### config.mk
export PLATFORM = sky130hd
export DESIGN_NAME = tidc_req_capture_flat
export DESIGN_NICKNAME = d
export VERILOG_FILES = /design/src/rtl/tidc_req_capture_if.sv /design/src/rtl/tidc_req_capture.sv /design/src/flat_wrapper.sv
export SDC_FILE = /design/constraint.sdc
export NUM_CORES = 1
export LEC_CHECK = 0
export CAP_MARGIN = 20
export CORE_UTILIZATION = 40
export CTS_CLUSTER_DIAMETER = 120
export CTS_CLUSTER_SIZE = 14
export DETAILED_ROUTE_END_ITERATION = 16
export GPL_ROUTABILITY_DRIVEN = 0
export GPL_TIMING_DRIVEN = 0
export PLACE_DENSITY_LB_ADDON = 0.15
export SLEW_MARGIN = 5
export SYNTH_ARGS = -nofsm -noshare
export SYNTH_HDL_FRONTEND = slang
export SYNTH_SLANG_ARGS = --single-unit
### constraint.sdc
create_clock -name clk -period 5.3 [get_ports clk]
set_input_delay 1.06 -clock clk [delete_from_list [all_inputs] [get_ports clk]]
set_output_delay 1.06 -clock clk [all_outputs]
set_load 0.02 [all_outputs]
### src/rtl/tidc_req_capture_if.sv
// Signal bundle between the masters/L1 arbiter, the request capture stage and the directory controller.
interface tidc_req_capture_if #(
  parameter int ADDR_W = 32,
  parameter int DATA_W = 64,
  parameter int SRC_W  = 4,
  parameter int DEPTH  = 4
);
  localparam int CNT_W = $clog2(DEPTH) + 1;

  // Masters' A/C request payloads (both masters packed, master0 in the low half)
  logic [1:0]          a_valid_i;
  logic [5:0]          a_opcode_i;
  logic [5:0]          a_param_i;
  logic [5:0]          a_size_i;
  logic [2*SRC_W-1:0]  a_source_i;
  logic [2*ADDR_W-1:0] a_address_i;
  logic [1:0]          c_valid_i;
  logic [5:0]          c_opcode_i;
  logic [5:0]          c_param_i;
  logic [5:0]          c_size_i;
  logic [2*SRC_W-1:0]  c_source_i;
  logic [2*ADDR_W-1:0] c_address_i;
  logic [2*DATA_W-1:0] c_data_i;

  // Arbiter grant
  logic                arb_valid;
  logic [1:0]          arb_channel;
  logic                arb_master_id;
  logic                arb_ready;

  // Directory-side FIFO head
  logic                out_valid;
  logic                out_ready;
  logic                out_channel;
  logic                out_master_id;
  logic [2:0]          out_opcode;
  logic [2:0]          out_param;
  logic [2:0]          out_size;
  logic [SRC_W-1:0]    out_source;
  logic [ADDR_W-1:0]   out_address;
  logic [DATA_W-1:0]   out_data;
  logic                out_first;
  logic                out_last;

  // Status / debug
  logic [CNT_W-1:0]    fifo_count;
  logic                burst_active;
  logic                err_o;
  logic                dbg_state;

  // Handshakes: a grant transfers on the cycle arb_valid && arb_ready are both high; a FIFO
  // entry transfers on out_valid && out_ready. Ready never depends on valid, and the head
  // entry is held unchanged while out_valid is high and out_ready is low.
  modport slave (
    input  a_valid_i, a_opcode_i, a_param_i, a_size_i, a_source_i, a_address_i,
    input  c_valid_i, c_opcode_i, c_param_i, c_size_i, c_source_i, c_address_i, c_data_i,
    input  arb_valid, arb_channel, arb_master_id, out_ready,
    output arb_ready, out_valid, out_channel, out_master_id, out_opcode, out_param,
    output out_size, out_source, out_address, out_data, out_first, out_last,
    output fifo_count, burst_active, err_o, dbg_state
  );

  modport master (
    output a_valid_i, a_opcode_i, a_param_i, a_size_i, a_source_i, a_address_i,
    output c_valid_i, c_opcode_i, c_param_i, c_size_i, c_source_i, c_address_i, c_data_i,
    output arb_valid, arb_channel, arb_master_id, out_ready,
    input  arb_ready, out_valid, out_channel, out_master_id, out_opcode, out_param,
    input  out_size, out_source, out_address, out_data, out_first, out_last,
    input  fifo_count, burst_active, err_o, dbg_state
  );
endinterface

### src/rtl/tidc_req_capture.sv
// Captures the arbiter-granted A/C request into a FIFO, locking the grant to one master for
// the full duration of a multi-beat Channel C data message.
module tidc_req_capture #(
  parameter int ADDR_W     = 32,
  parameter int DATA_W     = 64,
  parameter int SRC_W      = 4,
  parameter int LINE_BEATS = 4,
  parameter int DEPTH      = 4
) (
  input logic               clk,
  input logic               rst_n,
  tidc_req_capture_if.slave bus
);
  localparam int PTR_W  = $clog2(DEPTH);
  localparam int CNT_W  = PTR_W + 1;
  localparam int BEAT_W = $clog2(LINE_BEATS);

  typedef enum logic {
    S_IDLE  = 1'b0,
    S_BURST = 1'b1
  } state_e;

  typedef struct packed {
    logic              channel;
    logic              master_id;
    logic [2:0]        opcode;
    logic [2:0]        param;
    logic [2:0]        size;
    logic [SRC_W-1:0]  source;
    logic [ADDR_W-1:0] address;
    logic [DATA_W-1:0] data;
    logic              first;
    logic              last;
  } entry_t;

  state_e            state_q, state_d;
  logic [BEAT_W-1:0] beat_cnt_q, beat_cnt_d;
  logic              lock_id_q, lock_id_d;
  logic              err_q, err_d;
  logic [PTR_W-1:0]  wptr_q, wptr_d;
  logic [PTR_W-1:0]  rptr_q, rptr_d;
  logic [CNT_W-1:0]  count_q, count_d;
  entry_t            mem_q [DEPTH];

  // Granted master's payload on each channel
  logic [2:0]        a_op, a_par, a_sz;
  logic [SRC_W-1:0]  a_src;
  logic [ADDR_W-1:0] a_addr;
  logic [2:0]        c_op, c_par, c_sz;
  logic [SRC_W-1:0]  c_src;
  logic [ADDR_W-1:0] c_addr;
  logic [DATA_W-1:0] c_data;

  always_comb begin
    if (bus.arb_master_id) begin
      a_op   = bus.a_opcode_i[5:3];
      a_par  = bus.a_param_i[5:3];
      a_sz   = bus.a_size_i[5:3];
      a_src  = bus.a_source_i[2*SRC_W-1:SRC_W];
      a_addr = bus.a_address_i[2*ADDR_W-1:ADDR_W];
      c_op   = bus.c_opcode_i[5:3];
      c_par  = bus.c_param_i[5:3];
      c_sz   = bus.c_size_i[5:3];
      c_src  = bus.c_source_i[2*SRC_W-1:SRC_W];
      c_addr = bus.c_address_i[2*ADDR_W-1:ADDR_W];
      c_data = bus.c_data_i[2*DATA_W-1:DATA_W];
    end else begin
      a_op   = bus.a_opcode_i[2:0];
      a_par  = bus.a_param_i[2:0];
      a_sz   = bus.a_size_i[2:0];
      a_src  = bus.a_source_i[SRC_W-1:0];
      a_addr = bus.a_address_i[ADDR_W-1:0];
      c_op   = bus.c_opcode_i[2:0];
      c_par  = bus.c_param_i[2:0];
      c_sz   = bus.c_size_i[2:0];
      c_src  = bus.c_source_i[SRC_W-1:0];
      c_addr = bus.c_address_i[ADDR_W-1:0];
      c_data = bus.c_data_i[DATA_W-1:0];
    end
  end

  logic sel_valid;
  logic is_c;
  logic full;
  logic arb_ready_w;
  logic accept;
  logic pop;
  logic is_data_op;

  always_comb begin
    unique case (bus.arb_channel)
      2'd0:    sel_valid = bus.a_valid_i[bus.arb_master_id];
      2'd1:    sel_valid = bus.c_valid_i[bus.arb_master_id];
      default: sel_valid = 1'b0;
    endcase
  end

  assign is_c        = (bus.arb_channel == 2'd1);
  assign full        = (count_q == CNT_W'(DEPTH));
  // During a burst only the locked master's C channel may proceed
  assign arb_ready_w = rst_n && !full &&
                       ((state_q == S_IDLE) || (is_c && (bus.arb_master_id == lock_id_q)));
  assign accept      = bus.arb_valid && arb_ready_w && sel_valid && !bus.arb_channel[1];
  assign pop         = (count_q != '0) && bus.out_ready;
  assign is_data_op  = is_c && ((c_op == 3'd5) || (c_op == 3'd7));

  entry_t wr_entry;

  always_comb begin
    state_d    = state_q;
    beat_cnt_d = beat_cnt_q;
    lock_id_d  = lock_id_q;

    wr_entry.channel   = is_c;
    wr_entry.master_id = bus.arb_master_id;
    wr_entry.opcode    = is_c ? c_op   : a_op;
    wr_entry.param     = is_c ? c_par  : a_par;
    wr_entry.size      = is_c ? c_sz   : a_sz;
    wr_entry.source    = is_c ? c_src  : a_src;
    wr_entry.address   = is_c ? c_addr : a_addr;
    wr_entry.data      = '0;
    wr_entry.first     = 1'b1;
    wr_entry.last      = 1'b1;

    unique case (state_q)
      S_IDLE: begin
        if (is_data_op) begin
          wr_entry.data = c_data;
          wr_entry.last = 1'b0;
        end
        if (accept && is_data_op) begin
          lock_id_d  = bus.arb_master_id;
          beat_cnt_d = BEAT_W'(1);
          state_d    = S_BURST;
        end
      end
      S_BURST: begin
        // Later beats always carry data, whatever opcode they present
        wr_entry.data  = c_data;
        wr_entry.first = 1'b0;
        wr_entry.last  = (beat_cnt_q == BEAT_W'(LINE_BEATS - 1));
        if (accept) begin
          if (wr_entry.last) begin
            beat_cnt_d = '0;
            state_d    = S_IDLE;
          end else begin
            beat_cnt_d = beat_cnt_q + 1'b1;
          end
        end
      end
      default: state_d = S_IDLE;
    endcase
  end

  always_comb begin
    wptr_d = accept ? wptr_q + 1'b1 : wptr_q;
    rptr_d = pop    ? rptr_q + 1'b1 : rptr_q;
    unique case ({accept, pop})
      2'b10:   count_d = count_q + 1'b1;
      2'b01:   count_d = count_q - 1'b1;
      default: count_d = count_q;
    endcase
    err_d = bus.arb_valid && bus.arb_channel[1];
  end

  always_ff @(posedge clk) begin
    if (!rst_n) begin
      state_q    <= S_IDLE;
      beat_cnt_q <= '0;
      lock_id_q  <= 1'b0;
      err_q      <= 1'b0;
      wptr_q     <= '0;
      rptr_q     <= '0;
      count_q    <= '0;
    end else begin
      state_q    <= state_d;
      beat_cnt_q <= beat_cnt_d;
      lock_id_q  <= lock_id_d;
      err_q      <= err_d;
      wptr_q     <= wptr_d;
      rptr_q     <= rptr_d;
      count_q    <= count_d;
    end
  end

  always_ff @(posedge clk) begin
    if (accept) begin
      mem_q[wptr_q] <= wr_entry;
    end
  end

  entry_t head;
  assign head = mem_q[rptr_q];

  assign bus.arb_ready     = arb_ready_w;
  assign bus.out_valid     = (count_q != '0);
  assign bus.out_channel   = head.channel;
  assign bus.out_master_id = head.master_id;
  assign bus.out_opcode    = head.opcode;
  assign bus.out_param     = head.param;
  assign bus.out_size      = head.size;
  assign bus.out_source    = head.source;
  assign bus.out_address   = head.address;
  assign bus.out_data      = head.data;
  assign bus.out_first     = head.first;
  assign bus.out_last      = head.last;
  assign bus.fifo_count    = count_q;
  assign bus.burst_active  = (state_q == S_BURST);
  assign bus.err_o         = err_q;
  assign bus.dbg_state     = state_q;
endmodule

### src/flat_wrapper.sv
// flat-port wrapper written by rule: the top's interface ports become plain ports
module tidc_req_capture_flat 
#(
  parameter int ADDR_W     = 32,
  parameter int DATA_W     = 64,
  parameter int SRC_W      = 4,
  parameter int LINE_BEATS = 4,
  parameter int DEPTH      = 4
)
  (clk, rst_n, bus_a_valid_i, bus_a_opcode_i, bus_a_param_i, bus_a_size_i, bus_a_source_i, bus_a_address_i, bus_c_valid_i, bus_c_opcode_i, bus_c_param_i, bus_c_size_i, bus_c_source_i, bus_c_address_i, bus_c_data_i, bus_arb_valid, bus_arb_channel, bus_arb_master_id, bus_out_ready, bus_arb_ready, bus_out_valid, bus_out_channel, bus_out_master_id, bus_out_opcode, bus_out_param, bus_out_size, bus_out_source, bus_out_address, bus_out_data, bus_out_first, bus_out_last, bus_fifo_count, bus_burst_active, bus_err_o, bus_dbg_state);
  tidc_req_capture_if #(.ADDR_W(ADDR_W), .DATA_W(DATA_W), .SRC_W(SRC_W), .DEPTH(DEPTH)) bus_i ();
  input logic clk;
  input logic rst_n;
  input wire logic [$bits(bus_i.a_valid_i)-1:0] bus_a_valid_i;
  input wire logic [$bits(bus_i.a_opcode_i)-1:0] bus_a_opcode_i;
  input wire logic [$bits(bus_i.a_param_i)-1:0] bus_a_param_i;
  input wire logic [$bits(bus_i.a_size_i)-1:0] bus_a_size_i;
  input wire logic [$bits(bus_i.a_source_i)-1:0] bus_a_source_i;
  input wire logic [$bits(bus_i.a_address_i)-1:0] bus_a_address_i;
  input wire logic [$bits(bus_i.c_valid_i)-1:0] bus_c_valid_i;
  input wire logic [$bits(bus_i.c_opcode_i)-1:0] bus_c_opcode_i;
  input wire logic [$bits(bus_i.c_param_i)-1:0] bus_c_param_i;
  input wire logic [$bits(bus_i.c_size_i)-1:0] bus_c_size_i;
  input wire logic [$bits(bus_i.c_source_i)-1:0] bus_c_source_i;
  input wire logic [$bits(bus_i.c_address_i)-1:0] bus_c_address_i;
  input wire logic [$bits(bus_i.c_data_i)-1:0] bus_c_data_i;
  input wire logic [$bits(bus_i.arb_valid)-1:0] bus_arb_valid;
  input wire logic [$bits(bus_i.arb_channel)-1:0] bus_arb_channel;
  input wire logic [$bits(bus_i.arb_master_id)-1:0] bus_arb_master_id;
  input wire logic [$bits(bus_i.out_ready)-1:0] bus_out_ready;
  output wire logic [$bits(bus_i.arb_ready)-1:0] bus_arb_ready;
  output wire logic [$bits(bus_i.out_valid)-1:0] bus_out_valid;
  output wire logic [$bits(bus_i.out_channel)-1:0] bus_out_channel;
  output wire logic [$bits(bus_i.out_master_id)-1:0] bus_out_master_id;
  output wire logic [$bits(bus_i.out_opcode)-1:0] bus_out_opcode;
  output wire logic [$bits(bus_i.out_param)-1:0] bus_out_param;
  output wire logic [$bits(bus_i.out_size)-1:0] bus_out_size;
  output wire logic [$bits(bus_i.out_source)-1:0] bus_out_source;
  output wire logic [$bits(bus_i.out_address)-1:0] bus_out_address;
  output wire logic [$bits(bus_i.out_data)-1:0] bus_out_data;
  output wire logic [$bits(bus_i.out_first)-1:0] bus_out_first;
  output wire logic [$bits(bus_i.out_last)-1:0] bus_out_last;
  output wire logic [$bits(bus_i.fifo_count)-1:0] bus_fifo_count;
  output wire logic [$bits(bus_i.burst_active)-1:0] bus_burst_active;
  output wire logic [$bits(bus_i.err_o)-1:0] bus_err_o;
  output wire logic [$bits(bus_i.dbg_state)-1:0] bus_dbg_state;
  assign bus_i.a_valid_i = bus_a_valid_i;
  assign bus_i.a_opcode_i = bus_a_opcode_i;
  assign bus_i.a_param_i = bus_a_param_i;
  assign bus_i.a_size_i = bus_a_size_i;
  assign bus_i.a_source_i = bus_a_source_i;
  assign bus_i.a_address_i = bus_a_address_i;
  assign bus_i.c_valid_i = bus_c_valid_i;
  assign bus_i.c_opcode_i = bus_c_opcode_i;
  assign bus_i.c_param_i = bus_c_param_i;
  assign bus_i.c_size_i = bus_c_size_i;
  assign bus_i.c_source_i = bus_c_source_i;
  assign bus_i.c_address_i = bus_c_address_i;
  assign bus_i.c_data_i = bus_c_data_i;
  assign bus_i.arb_valid = bus_arb_valid;
  assign bus_i.arb_channel = bus_arb_channel;
  assign bus_i.arb_master_id = bus_arb_master_id;
  assign bus_i.out_ready = bus_out_ready;
  assign bus_arb_ready = bus_i.arb_ready;
  assign bus_out_valid = bus_i.out_valid;
  assign bus_out_channel = bus_i.out_channel;
  assign bus_out_master_id = bus_i.out_master_id;
  assign bus_out_opcode = bus_i.out_opcode;
  assign bus_out_param = bus_i.out_param;
  assign bus_out_size = bus_i.out_size;
  assign bus_out_source = bus_i.out_source;
  assign bus_out_address = bus_i.out_address;
  assign bus_out_data = bus_i.out_data;
  assign bus_out_first = bus_i.out_first;
  assign bus_out_last = bus_i.out_last;
  assign bus_fifo_count = bus_i.fifo_count;
  assign bus_burst_active = bus_i.burst_active;
  assign bus_err_o = bus_i.err_o;
  assign bus_dbg_state = bus_i.dbg_state;
  tidc_req_capture #(.ADDR_W(ADDR_W), .DATA_W(DATA_W), .SRC_W(SRC_W), .LINE_BEATS(LINE_BEATS), .DEPTH(DEPTH)) u_core (.clk(clk), .rst_n(rst_n), .bus(bus_i));
endmodule
### Word level (Yosys, flattened, before mapping)

Memory sizes are Yosys's and may differ from the RTL's. A register that Yosys moved wholly into a read port is not among the register bits.
Cells that the tools add are included.

| storage, ports and cells | value |
|---|---|
| output and inout port bits | 121 |
| bits of input ports | 319 |
| memories | 1 |
| bits in registers | 12 |
| RAM bits | 452 |
| logic and storage cells | 83 |

| operators by class | value |
|---|---|
| bitwise gates (word level) | 1 |
| add/subtract/negate cells | 5 |
| equal/unequal tests | 10 |
| reductions and logical operators | 19 |
| muxes and demuxes | 39 |
| order comparisons | 1 |

Memory list:

| memory | depth | bits a word | rd ports | clocked after memory_dff | wr ports | RTL line | RTL |
|---|---|---|---|---|---|---|---|
| u_core.mem_q | 4 | 113 | 1 | 1 | 1 | tidc_req_capture.sv:43 | `entry_t mem_q [DEPTH];` |

Operator list:

| kind | count |
|---|---|
| $mux 64 | 2 |
| $pmux 64 s2 | 1 |
| $mux 32 | 3 |
| $mux 3 | 9 |
| $mux 4 | 3 |
| $mux 1 | 11 |
| $logic_and 1x1->1 | 10 |
| $mux 2 | 5 |
| $eq 3x3->1 const B | 3 |
| $add 2x1->2 const B | 3 |
| $pmux 1 s2 | 3 |
| $pmux 3 s2 | 1 |
| $eq 2x1->1 const B | 2 |
| $eq 2x2->1 const B | 2 |
| $ne 2x2->1 const B | 2 |
| $pmux 2 s2 | 1 |
| $reduce_and 2->1 | 2 |
| $add 3x1->3 const B | 1 |
| $reduce_bool 3->1 | 1 |
| $sub 3x1->3 const B | 1 |
| $logic_not 1->1 | 2 |
| $logic_not 2->1 | 1 |
| $logic_or 1x1->1 | 2 |
| $lt 1x2->1 const B | 1 |
| 3 further kinds | 3 |

### Depth between registers and ports, before layout

Gate-level depths: netlist of the first run.

| depth | value |
|---|---|
| word-level depth | 10 |
| depth in mapped cells | 11 |
| depth with buffers taken out | 10 |

### Worst setup path before layout of the first run

No wires, ideal clock.

| timing | value |
|---|---|
| path kind | input port to flip-flop |
| from | input port bus_arb_master_id |
| to | memory u_core.mem_q[0][0] in the netlist's numbering, enable pin |
| stages | 5 |
| setup time | 485 ps |
| data arrival time | 4608 ps |
| required time | 4815 ps |
| path buffers | 1 |
| setup slack | 207 ps |
| cell sequence | buf_4 > mux2i_1 > o32a_4 > nor3_4 > and2_1 |

| on the way | value |
|---|---|
| longest elaborated chain between the ends | 9 |
| elaborated cells between the ends (all ways) | 14 |
| those cells by class | 1 x eq/ne; 7 x mux; 6 x reduce/logical |

Ends and longest elaborated chain:

| element | RTL line | RTL |
|---|---|---|
| start, declared | flat_wrapper.sv:29 | `input wire logic [$bits(bus_i.arb_master_id)-1:0] bus_arb_master_id;` |
| branches (longest 5 deep; another with $pmux 1 s2) | - |  |
| $logic_and 1x1->1 (*) (2 in a row) | tidc_req_capture.sv:103 | `assign accept = bus.arb_valid && arb_ready_w && sel_valid && !bus.arb_channel[1];` |
| $mux 1 (*) | tidc_req_capture.sv:187 | `if (accept) begin` |
| $mux 1 (implied by the code) (*) | tidc_req_capture.sv:188 | `mem_q[wptr_q] <= wr_entry;` |
| end, declared | tidc_req_capture.sv:43 |  |

Every way passes the cells marked *. The select of a mux whose other input is x is not followed.

### Worst setup path after layout of the first run

| timing | value |
|---|---|
| from | input port bus_arb_master_id |
| to | output port bus_arb_ready |

| on the way | value |
|---|---|
| longest elaborated chain between the ends | 4 |

Ends and longest elaborated chain:

| element | RTL line | RTL |
|---|---|---|
| $eq 1x1->1 | tidc_req_capture.sv:102 | `((state_q == S_IDLE) \|\| (is_c && (bus.arb_master_id == lock_id_q)));` |
| $logic_and 1x1->1 | tidc_req_capture.sv:102 |  |
| $logic_or 1x1->1 | tidc_req_capture.sv:102 |  |
| $logic_and 1x1->1 | tidc_req_capture.sv:101 | `assign arb_ready_w = rst_n && !full &&` |
| end, declared | flat_wrapper.sv:31 | `output wire logic [$bits(bus_i.arb_ready)-1:0] bus_arb_ready;` |

Every way passes these cells.

==> reports/qor.csv, run 1 <==
metric,value,unit
outcome,finished clean,
endpoint_kind,output pin,
post_cts_resized,0,
crit_buf_inv,3,
crit_start,bus_arb_master_id,
clk_pin_slew,0.07,ns
synth_cells,885,
ir_drop,176,µV
drive_above_1_share,18.8,%
cp_max_fo,7,
cts_tree,yes,
clock-root-buffer,clkbuf_16,
synth_top_cell_by_area,edfxtp_1,
syn_area_per_cell,21.7,µm²
tns,0,ns
worstPathRequired,4.24,ns
min_from,u_core.beat_cnt_q[1],
drc,0,
worstSkewPairLatency,0.55,ns
cts_sinks,466,
worstMarginPinSlew,0.853,ns
vias,10500,
track_usage,19.2,%
synth-seq-cells,466,
p_seq_share,51.7,%
rows,79,
relSlewSlack,43.1,%
use_met1,24.2,%
top_usage_layer,met2,
core,47000,µm²
fin_nets,1698,
yosys-top-cells-area,"edfxtp_1 71%, mux4_2 19%, mux2i_1 3.4%",
use_met2,32.5,%
p_sw,1.74,mW
path_class,in -> out,
grt_overflow_total,0,
wl_per_cell,22.9,µm
hp-class,reg -> reg,
powerDensity,307,nW/µm²
grt_pass1_wl,69.6,mm
layout_min_cycle_time,4.46,ns
total_power,7.89,mW
drtIter0Drc,718,
die_w,221,µm
synth_top_cell_area_share,70.8,%
clkPwrFrac,34.0,%
grt_pass1_vias,11200,
htree_num_levels,2,
first_pass_iters,5,
grt_max_degree,50,
antenna_left,0,
drt-total-wl,46.1,mm
rsz0062_at_grt,false,
slowest_delay,0.76,ns
setup_viol,0,
synth_area,19200,µm²
dpl-instance-area,24500,µm²
ios,440,
maxClockFrequency,0.224,GHz
final_max_slew_viol_count,0,
die_h,221,µm
postCtsSetupRepairBufs,0,
path_delay_family,buffers and inverters,
synthArstFlopShare,0,%
area_delta_synth_final,33.9,%
cts_buffer_depth,3,
cts_made_buffers,39,
syn-num-nets,1211,
p_int,6.15,mW
crit_top_cell,clkdlybuf4s50_1,
combPwrFrac,14.4,%
port_buffers,438,
dp_hpwl,31.7,mm
finalClockSkew,0.0194,ns
met3_usage,5.46,%
period_share,84.2,%
path_cells,clkdlybuf4s50_1 > buf_4 > xor2_1 > o21a_1 > nor3_1 > clkdlybuf4s50_1,
antenna_found_initial,2,
p_leak,8.50,nW
yosysUniqueCellTypes,44,
cap_violations,0,
timing.rr.start,u_core.bus.burst_active,
finalHoldViolCount,0,
worst_ep_arrival_time,3.40,ns
vias_per_cell,5.22,
post-route-cell-area,25700,µm²
ys_seq_area_share,72.3,%
dieArea,48800,µm²
yosys_most_used_dff,edfxtp_1,
yosysWarnings,0,
initial_core_util,40.8,%
diodes,0,
swShare,22.0,%
start_kind,input pin,
synth_edf_count,452,
utilization,54.7,%
r2r_slack,2.66,ns
cts_hold_buf,0,
slowest_stage,clkdlybuf4s50_1,
==> per-stage QoR <==
stage | cells | hold slack (ns) | setup slack [ns]
2_1_floorplan | 885 | 0.439 | 0.207
3_3_place_gp | 1930 | 0.452 | -2.88
3_5_place_dp | 1938 | 0.456 | 0.759
4_1_cts | 2009 | 0.467 | 0.727
5_1_grt | 2009 | 0.510 | 0.722
6_report | 2009 | 0.466 | 0.838
==> state kept, by name, indices dropped and copies added, names as in the netlist, named ones only <==
signal and count:
u_core.beat_cnt_q 2, u_core.mem_q 452, u_core.rptr_q 2, u_core.bus.err_o 1, u_core.bus.fifo_count 3, u_core.lock_id_q 1, u_core.bus.burst_active 1, u_core.wptr_q 2
==> cell usage in the layout (no fill, tap or decap), drive strengths merged, types with 2 or more instances in the layout <==
master         instances
clkdlybuf4s50        438
dfxtp                 14
or3                    2
o21ai                  2
o31ai                  2
nor2                  72
a21oi                  6
mux2i                 67
and2                   5
clkbuf                79
buf                   52
nor3                   2
mux4                 158
inv                   12
nand2                  6
ha                     6
edfxtp               452
xor2                   4
a31o                   2
nand4                  4
==> path summary, 6_finish.rpt <==
kind	end	cells after the start
setup / recovery	bus_arb_ready	6
hold / removal	u_core.beat_cnt_q[1]	2
setup reg to reg	u_core.mem_q[3][17]	6
hold reg to reg	u_core.beat_cnt_q[1]	2
==> tightest hold or removal path: cells and delay by family (launching register included) <==
kind	cells	cell delay [ns]
simple gates	1	0.05
flops	1	0.32
compound gates	1	0.05
==> power by group through the flow <==
stage	Clock (mW)	Sequential [mW]	Combinational, mW
5_1_grt	2.88	4.08	1.21
4_1_cts	2.77	4.08	1.16
3_5_place_dp	0	4.16	1.16
2_1_floorplan	0	4.16	0.571
6_report	2.68	4.08	1.13
3_3_place_gp	0	4.16	1.15
==> per-layer routing <==
metal / vias up / wire length (µm) / part of all wire [%]
met5: - / 0 / 0
met4: 0 / 911 / 2.0
met1: 5397 / 18800 / 41
met2: 350 / 23100 / 50
li1: 4693 / - / -
met3: 51 / 3380 / 7.3
==> final cells by class <==
class / count / area [µm²]
fill: 3696 / 21300
sequential: 466 / 13900
multi-input combinational: 354 / 4990
timing repair buffer: 446 / 4590
clock buffer: 70 / 1130
tap: 607 / 759
buffer: 53 / 295
inverter: 12 / 45.0
clock inverter: 1 / 11.3
==> Yosys cell counts, types with 2 or more instances <==
cell and count:
nor2_1 71, o31ai_1 2, a21oi_1 6, ha_1 6
nand2_1 6, or3_1 2, buf_4 10, clkbuf_1 8
edfxtp_1 452, buf_6 2, inv_1 11, nand4_1 4
dfxtp_1 14, buf_2 32, mux4_2 158, mux2i_1 66
xor2_1 4, and2_1 5
==> kinds of logic after synthesis <==
logic type                 Yosys count  synth area share (%)
DFF                                466                  72.3
AOI/OAI and AO/OA                   20                 0.907
adders and majority gates            7                 0.496
and+or+nand+nor                     97                  2.25
muxes                              225                  22.1
xor gates and xnor gates             5                 0.228
buffers and inverters               65                  1.78
(Power assumes the default switching activity.)
==> inputs of run 2 (changes only) <==
==> constraint.sdc (replaced) <==
create_clock -name clk -period 4.6 [get_ports clk]
set_input_delay 0.92 -clock clk [delete_from_list [all_inputs] [get_ports clk]]
set_output_delay 0.92 -clock clk [all_outputs]
set_load 0.02 [all_outputs]
==> run 2 against run 1 <==
Compared with the run above: clock power grew 13%; largest cell class unchanged; largest power group unchanged; cell count decreased by 0.50%; sequential cell count stayed put; highest routed layer is now met5; critical path type is now reg -> out.
==> reports/qor.csv, run 2 (synthesized netlist as in run 1, its figures left out) <==
metric,value,unit
outcome,finished clean,
cap_violations,0,
slowest_delay,0.72,ns
drive_above_1_share,18.9,%
worstMarginPinSlew,0.917,ns
cts_made_buffers,39,
clkPwrFrac,33.6,%
worstSkewPairLatency,0.56,ns
hp-class,reg -> reg,
finalClockSkew,0.0254,ns
final_max_slew_viol_count,0,
antenna_found_initial,5,
p_int,7.05,mW
cts_buffer_depth,3,
place_inst,1938,
clock-root-buffer,clkbuf_16,
p_sw,2.00,mW
layout_min_cycle_time,4.24,ns
cts_tree,yes,
drc,0,
dieArea,48800,µm²
slowest_stage,clkbuf_1,
worstPathRequired,3.68,ns
total_power,9.04,mW
antenna_left,0,
die_h,221,µm
vias,10400,
path_class,reg -> out,
core,47000,µm²
ios,440,
cts_hold_buf,0,
stdcell_count,1999,
die_w,221,µm
p_leak,8.49,nW
post_cts_resized,0,
mostFrequentLayoutCells,"452 x edfxtp_1, 438 x clkdlybuf4s50_1, 158 x mux4_2",
finalHoldViolCount,0,
first_pass_iters,5,
crit_top_cell,clkbuf_1,
dp_hpwl,32.0,mm
endpoint_kind,output pin,
setup_viol,0,
cts_sinks,466,
grt_pass1_wl,69.2,mm
crit_buf_inv,4,
layout_commonest_cell,edfxtp_1,
postCtsSetupRepairBufs,0,
grt_pass1_vias,11300,
fin_nets,1698,
area_delta_synth_final,33.8,%
path_delay_family,buffers and inverters,
vias_per_cell,5.19,
relSlewSlack,38.9,%
rsz0062_at_grt,false,
rows,79,
htree_num_levels,2,
initial_core_util,40.8,%
powerDensity,353,nW/µm²
period_share,92.2,%
track_usage,19.2,%
path_cells,clkbuf_1 > clkbuf_1 > buf_2 > mux4_2 > clkdlybuf4s50_1,
wl_per_cell,23.2,µm
drtIter0Drc,610,
grt_max_degree,50,
port_buffers,438,
ir_drop,224,µV
top_register,u_core.mem_q,
worst_ep_arrival_time,3.32,ns
combPwrFrac,14.4,%
swShare,22.1,%
cp_max_fo,10,
maxClockFrequency,0.236,GHz
drt-total-wl,46.4,mm
largest_reg_flops,452,
start_kind,register,
grt_overflow_total,0,
clk_pin_slew,0.07,ns
p_seq_share,52.0,%
-- run 2: through the flow --
| step | instance area [µm²] | setup TNS [ns] | utilization, % | worst slack (ns) | hold WS [ns] |
|---|---|---|---|---|---|
| 2_1_floorplan | 19200 | 0 | - | 0.902 | 0.439 |
| 4_1_cts | 25600 | 0 | 54.6 | 0.162 | 0.470 |
| 6_report | 25600 | 0 | 54.6 | 0.359 | 0.468 |
| 3_5_place_dp | 24500 | 0 | 52.3 | 0.396 | 0.460 |
| 5_1_grt | 25600 | 0 | 54.6 | 0.104 | 0.506 |
| 3_3_place_gp | 24300 | -463.92 | 51.8 | -1.05 | 0.464 |
-- run 2: layout make-up --
cell class / count / area [µm²]
fill: 3725 / 21300
sequential: 466 / 13900
multi-input combinational: 354 / 4990
timing repair buffer: 446 / 4600
clock buffer: 57 / 1090
tap: 607 / 759
buffer: 53 / 295
inverter: 12 / 45.0
clock inverter: 1 / 11.3
antenna: 3 / 7.51
-- run 2: power groups by stage --
stage          Sequential [mW]  Combinational, mW  Clock (mW)
5_1_grt                   4.70               1.39        3.27
3_5_place_dp              4.79               1.33           0
2_1_floorplan             4.79              0.658           0
3_3_place_gp              4.79               1.31           0
4_1_cts                   4.70               1.33        3.14
6_report                  4.70               1.30        3.04
-- run 2: final timing paths --
| path | startpoint | to | slack (ns) | depth (start not counted) |
|---|---|---|---|---|
| worst max register to register | u_core.bus.fifo_count[0] | u_core.mem_q[0][102] | 1.91 | 6 |
| worst min register to register | u_core.beat_cnt_q[1] | u_core.beat_cnt_q[1] | 0.47 | 2 |
| worst min-delay path | u_core.beat_cnt_q[1] | u_core.beat_cnt_q[1] | 0.47 | 2 |
| worst max-delay path | register | bus_out_address[3] | 0.36 | 5 |
-- run 2: worst register-to-register path, cell delays in order, from the launching register on --
cell     delay [ns]
dfxtp_1        0.45
nor2_1         0.10
and2_1         0.24
nor3_4         0.30
and2_4         0.62
buf_16         0.36
buf_12         0.25
-- run 2: per-layer routing --
| metal | GRT usage (%) | wire (µm) | vias to the layer above |
|---|---|---|---|
| met5 | 0 | 13 | - |
| met4 | 5.50 | 760 | 2 |
| met2 | 33.1 | 23600 | 340 |
| li1 | - | - | 4664 |
| met1 | 23.8 | 18800 | 5315 |
| met3 | 5.03 | 3260 | 49 |
